[config.mk]
export PLATFORM = sky130hd
export DESIGN_NAME = dispensador_billetes
export DESIGN_NICKNAME = d
export VERILOG_FILES = /design/src/rtl/dispensador_billetes.sv
export SDC_FILE = /design/constraint.sdc
export NUM_CORES = 1
export LEC_CHECK = 0
export CAP_MARGIN = 15
export CORE_MARGIN = 5
export CORE_UTILIZATION = 55
export CTS_CLUSTER_DIAMETER = 40
export DETAILED_ROUTE_END_ITERATION = 7
export GPL_TIMING_DRIVEN = 0
export PLACE_DENSITY = 0.73
export SLEW_MARGIN = 15
export SYNTH_ARGS = -nofsm -noshare
export SYNTH_HDL_FRONTEND = slang
export SYNTH_SLANG_ARGS = --single-unit
[constraint.sdc]
create_clock -name clk -period 5.71 [get_ports clk]
set_clock_uncertainty 0.05 [all_clocks]
set_input_delay 1.142 -clock clk [delete_from_list [all_inputs] [get_ports clk]]
set_output_delay 1.142 -clock clk [all_outputs]
set_load 0.01 [all_outputs]
[src/rtl/dispensador_billetes.sv]
// Cash-dispense sequencer: greedy banknote plan against on-board inventory, then one eject per cycle.
// Optional macro DISPENSADOR_TOTAL_EN adds the total_entregado running-sum output.
module dispensador_billetes #(
   parameter int unsigned INV_INICIAL = 100,
   parameter int unsigned ANCHO_INV   = 8,
   parameter int unsigned UMBRAL_BAJO = 10,
   parameter int unsigned MONTO_MAX   = 200000
) (
   input  logic        clk,
   input  logic        rst,
   input  logic        entregar_dinero,
   input  logic [31:0] monto,
   input  logic        recargar,
   output logic        billete_stb,
   output logic [2:0]  denominacion,
   output logic        ocupado,
   output logic        listo,
   output logic        error_dispensar,
   output logic [4:0]  inventario_bajo
`ifdef DISPENSADOR_TOTAL_EN
   ,
   output logic [31:0] total_entregado
`endif
);

   localparam int unsigned NumDen = 5;
   localparam logic [ANCHO_INV-1:0] InvIni = ANCHO_INV'(INV_INICIAL);
   localparam logic [ANCHO_INV-1:0] Uno    = {{(ANCHO_INV-1){1'b0}}, 1'b1};

   typedef enum logic [2:0] {
      StIdle,
      StPlanificar,
      StEntregar,
      StFin,
      StError
   } estado_e;

   function automatic logic [31:0] val_de(input logic [2:0] k);
      logic [31:0] v;
      case (k)
         3'd0:    v = 32'd20000;
         3'd1:    v = 32'd10000;
         3'd2:    v = 32'd5000;
         3'd3:    v = 32'd2000;
         default: v = 32'd1000;
      endcase
      return v;
   endfunction

   estado_e              estado_q;
   logic [31:0]          resto_q;
   logic [2:0]           k_q;
   logic [ANCHO_INV-1:0] inv_q  [NumDen];
   logic [ANCHO_INV-1:0] tmp_q  [NumDen];
   logic [ANCHO_INV-1:0] plan_q [NumDen];

   logic                 billete_stb_q;
   logic [2:0]           denominacion_q;
   logic                 ocupado_q;
   logic                 listo_q;
   logic                 error_q;
   logic [4:0]           bajo_q;
`ifdef DISPENSADOR_TOTAL_EN
   logic [31:0]          total_q;
`endif

   logic [2:0]           sel;
   logic                 hay_plan;
   logic                 otros;
   logic                 ultimo;
   logic [31:0]          val_k;

   // Lowest pending denomination index, i.e. largest bill first.
   always_comb begin
      sel      = 3'd0;
      hay_plan = 1'b0;
      for (int i = NumDen - 1; i >= 0; i--) begin
         if (plan_q[i] != '0) begin
            sel      = 3'(i);
            hay_plan = 1'b1;
         end
      end
   end

   always_comb begin
      otros = 1'b0;
      for (int i = 0; i < NumDen; i++) begin
         if ((3'(i) != sel) && (plan_q[i] != '0)) otros = 1'b1;
      end
   end

   assign ultimo = (plan_q[sel] == Uno) && !otros;
   assign val_k  = val_de(k_q);

   always_ff @(posedge clk) begin
      if (rst) begin
         estado_q       <= StIdle;
         resto_q        <= '0;
         k_q            <= '0;
         billete_stb_q  <= 1'b0;
         denominacion_q <= '0;
         ocupado_q      <= 1'b0;
         listo_q        <= 1'b0;
         error_q        <= 1'b0;
         bajo_q         <= '0;
`ifdef DISPENSADOR_TOTAL_EN
         total_q        <= '0;
`endif
         for (int i = 0; i < NumDen; i++) begin
            inv_q[i]  <= InvIni;
            tmp_q[i]  <= '0;
            plan_q[i] <= '0;
         end
      end else begin
         billete_stb_q  <= 1'b0;
         denominacion_q <= '0;
         listo_q        <= 1'b0;
         error_q        <= 1'b0;
         for (int i = 0; i < NumDen; i++) begin
            bajo_q[i] <= (32'(inv_q[i]) < UMBRAL_BAJO);
         end

         case (estado_q)
            StIdle: begin
               if (entregar_dinero) begin
                  ocupado_q <= 1'b1;
                  if (monto > MONTO_MAX) begin
                     estado_q <= StError;
                  end else begin
                     resto_q  <= monto;
                     k_q      <= '0;
                     estado_q <= StPlanificar;
                     for (int i = 0; i < NumDen; i++) begin
                        plan_q[i] <= '0;
                        tmp_q[i]  <= inv_q[i];
                     end
                  end
               end else if (recargar) begin
                  for (int i = 0; i < NumDen; i++) inv_q[i] <= InvIni;
               end
            end

            // Plan against a scratch copy so a rejected amount never touches inventory.
            StPlanificar: begin
               if (k_q == 3'd5) begin
                  if (resto_q != '0)  estado_q <= StError;
                  else if (hay_plan)  estado_q <= StEntregar;
                  else                estado_q <= StFin;
               end else if ((resto_q >= val_k) && (tmp_q[k_q] != '0)) begin
                  resto_q       <= resto_q - val_k;
                  tmp_q[k_q]    <= tmp_q[k_q] - Uno;
                  plan_q[k_q]   <= plan_q[k_q] + Uno;
               end else begin
                  k_q <= k_q + 3'd1;
               end
            end

            StEntregar: begin
               billete_stb_q  <= 1'b1;
               denominacion_q <= sel;
               plan_q[sel]    <= plan_q[sel] - Uno;
               inv_q[sel]     <= inv_q[sel] - Uno;
`ifdef DISPENSADOR_TOTAL_EN
               total_q        <= total_q + val_de(sel);
`endif
               if (ultimo) estado_q <= StFin;
            end

            StFin: begin
               listo_q   <= 1'b1;
               ocupado_q <= 1'b0;
               estado_q  <= StIdle;
            end

            StError: begin
               error_q   <= 1'b1;
               ocupado_q <= 1'b0;
               estado_q  <= StIdle;
            end

            default: begin
               ocupado_q <= 1'b0;
               estado_q  <= StIdle;
            end
         endcase
      end
   end

   assign billete_stb     = billete_stb_q;
   assign denominacion    = denominacion_q;
   assign ocupado         = ocupado_q;
   assign listo           = listo_q;
   assign error_dispensar = error_q;
   assign inventario_bajo = bajo_q;
`ifdef DISPENSADOR_TOTAL_EN
   assign total_entregado = total_q;
`endif

endmodule

==> run_results.csv <==
group,metric,value,unit
yosys,synth-edff-count,176,
power,sw_frac_of_total,23.3,%
yosys,synth_cell_type_count,84,
die,pin_count,48,
min_path,timing.hold.worst.start,"resto_q[0]",
cells_and_area,antenna_cells,0,
power,peakVddDrop,0.000253,V
placed_design,dpl-instance-area,13100,um^2
cells_and_area,seq_area,6350,um^2
sta,relSlewSlack,10.3,%
yosys,yosysTopAreaCellShare,43.1,%
worst_setup_path,end_kind,"register",
sta,slew_violations,0,
die,die_h,159,um
drt,drt-total-wl,36000,um
sta,timing.final.crit_share,92.5,%
sta,final-hold-violation-count,0,
worst_setup_path,cp_data_arrival_time,5360,ps
sta,setup_viol,0,
min_path,hold_path.class,"reg2reg",
clocking,clk_pin_slew,60,ps
min_path,min_to,"resto_q[0]",
die,coreArea,21900,um^2
yosys,synth_flop_cell,"edfxtp_1",
cells_and_area,syn2layout_area_growth,16.2,%
clocking,numCtsBuffers,34,
job,max-cap-violations,0,
clocking,ctsLongestPathBuffers,3,
power,powerDensity,284,nW/um^2
cells_and_area,final_cell_mix,"176 x edfxtp_1, 124 x nor2_1, 95 x nand2_1",
power,p_comb_share,4.4,%
clocking,insertion_delay,520,ps
worst_setup_path,worst-path-buf-inv,3,
cells_and_area,final_net_count,1272,
worst_setup_path,slowest_stage,"a311oi_1",
yosys,synthTopCellsByArea,"edfxtp_1 43%, dfxtp_1 8.7%, mux4_2 5.9%",
power,power_switching,0.940,mW
global_routing,grt_pass1_wl,55800,um
cells_and_area,multi_input_area,5560,um^2
sta,tightest_slew,1340,ps
die,dieArea,25400,um^2
worst_setup_path,cp_cell_sequence,"clkdlybuf4s50_1 > or4_1 > o311ai_0 > a21oi_1 > a311oi_1 > and3_1 > clkbuf_1 > nor2_1 > clkbuf_1 > o21ai_1",
global_routing,grt_max_degree,14,
yosys,synth.cell_area,12300,um^2
power,clkPwrFrac,49.7,%
yosys,yosys_warnings,0,
drt,vias,10026,
worst_setup_path,rr_endpoint,"resto_q[27]",
die,die_x,159,um
drt,wire_per_inst,23.7,um
worst_setup_path,max_stage_delay,690,ps
global_routing,overflow,0,
worst_setup_path,rrSetupSlack,450,ps
worst_setup_path,critPathMostFrequentCell,"clkbuf_1",
yosys,synth-seq-area-share,51.8,%
sta,finalCriticalPeriod,5280,ps
clocking,cts_sinks,229,
drt,ant_nets,0,
die,start_util,56.0,%
global_routing,antenna_found_initial,0,
min_path,hold_depth,2,
worst_setup_path,required,5790,ps
sta,rsz0062_at_grt,"no",
sta,setup_ws,429,ps
worst_setup_path,cp_max_fo,10,
sta,finalSetupTns,0,ps
worst_setup_path,timing.rr.start,"k_q[1]",
yosys,synth-async-reset-ratio,0,%
yosys,syn_avg_cell_area,10.9,um^2
sta,fmax,189,MHz
cells_and_area,drive_gt1_share,12.4,%
worst_setup_path,start_kind,"input port",
worst_setup_path,criticalPathCategory,"in2reg",
power,power.share.sequential,45.9,%
global_routing,grt_pass1_vias,9927,
yosys,synth_area_leader_cell,"edfxtp_1",
clocking,cts_tree,"built",
run_status,run_status,"finished, final reports clean",
drt,first_pass_iters,6,
placed_design,dp_hpwl,26600,um
global_routing,grt_use_total,27.6,%
drt,drt_iter0_markers,1352,
die,fp-row-count,54,
clocking,h-tree-depth,2,
yosys,synth_cells,1121,
cells_and_area,utilization,65.1,%
drt,viasPerCell,6.60,
placed_design,place_congestion,0.985,
clocking,hold_buffers,0,
worst_setup_path,reg2reg_depth,18,
cells_and_area,final_common_cell,"edfxtp_1",
power,leakage,5.09,nW
yosys,synth-seq-cells,229,
power,internal-power,3.10,mW
placed_design,io_buffers,47,
cells_and_area,fin_area,14200,um^2
clocking,cts_root_buffer,"clkbuf_16",
drt,drc,0,
worst_setup_path,critical-path-top-delay-family,"compound AO/OA/AOI/OAI gates",
placed_design,place_ws,46.5,ps
cells_and_area,num-fill-cells,1766,
-- cell families (layout without fill, tap and decap cells) --
logic type,count (synthesis),after routing,synth area share (%)
flops,229,229,51.8
other cells,1,8,0.0306
simple gates,428,428,17.2
fa+ha+maj,23,23,2.41
xor+xnor,26,26,1.86
buf+inv,91,201,3.17
compound gates,260,260,15.1
mux,63,63,8.50
-- worst max path at each step --
stage	from	endpoint	slack [ps]	cells after the start
3_3_place_gp	monto[0]	tmp_q[3][5]	50	10
4_1_cts	k_q[1]	resto_q[27]	280	18
5_1_grt	k_q[1]	resto_q[29]	120	18
6_report	monto[0]	tmp_q[3][6]	430	10
2_1_floorplan	k_q[1]	resto_q[29]	1410	18
3_5_place_dp	monto[0]	tmp_q[3][6]	50	10
-- Yosys cell counts (all sizes together) (5+ instances only) --
library cell / count
o31ai: 9
dfxtp: 53
a31oi: 8
xnor2: 20
o32ai: 8
xor2: 6
and2: 12
or3: 17
o21ai: 50
mux4: 32
a21oi: 67
mux2: 9
edfxtp: 176
mux2i: 22
a21o: 7
nand2: 96
and3: 10
nand3: 34
a22o: 38
nor3: 59
a211oi: 9
buf: 20
nor2: 127
clkbuf: 35
o211ai: 13
or4: 8
or2: 5
nor4: 25
nand4: 14
o22ai: 5
inv: 35
ha: 22
a311oi: 7
nor2b: 7
-- worst reg2reg max path, delay by kind of cell, from the launching register on --
kind / cells / cell delay, ps
compound gates: 8 / 2310
fa+ha+maj: 3 / 880
simple gates: 3 / 800
buf+inv: 4 / 710
flops: 1 / 370
-- cell type report --
cell class              instances  share of cell area, %
plain buffers                  55                   1.78
clock buffers                  39                   6.32
multi-input cells             808                   39.1
repair buffers                 49                   3.41
clock inverters                22                   1.47
flip-flops and latches        229                   44.6
inverters                      36                  0.949
well taps                     280                   2.46
-- power groups by stage --
stage                     combinational, mW  clock, mW  sequential [mW]
after floorplan                       0.102          0             1.87
after detailed placement              0.173          0             1.89
final                                 0.177       2.01             1.86
after CTS                             0.174       2.01             1.85
after global routing                  0.190       2.09             1.86
after global placement                0.169          0             1.89
-- stage by stage --
step	instances	power (mW)	hold WS, ps
finish	1518	4.04	415
global route	1518	4.14	444
CTS	1517	4.04	415
detailed placement	1456	2.06	400
global placement	1455	2.05	393
floorplan	1128	1.98	382
-- layer usage --
layer	up-vias	wire (um)	GRT usage (%)
li1	4497	-	-
met1	4856	14200	36.6
met2	550	16800	44.2
met3	123	3510	6.65
met4	0	1470	10.8
met5	-	0	0
-- registers in the layout, indices dropped and copies added, names as in the netlist, named ones only --
register,count
plan_q,64
tmp_q,64
inv_q,48
resto_q,32
inventario_bajo,5
denominacion,3
estado_q,3
k_q,3
billete_stb,1
error_dispensar,1
listo,1
ocupado,1
-- repair_timing --
| action | 4_1_cts | 5_1_grt |
|---|---|---|
| endpoints found under the setup margin | 0 | 6 |
| gates resized for setup | 0 | 1 |
| setup buffers | 0 | 0 |
No activity file was read; power rests on OpenSTA's default activity.
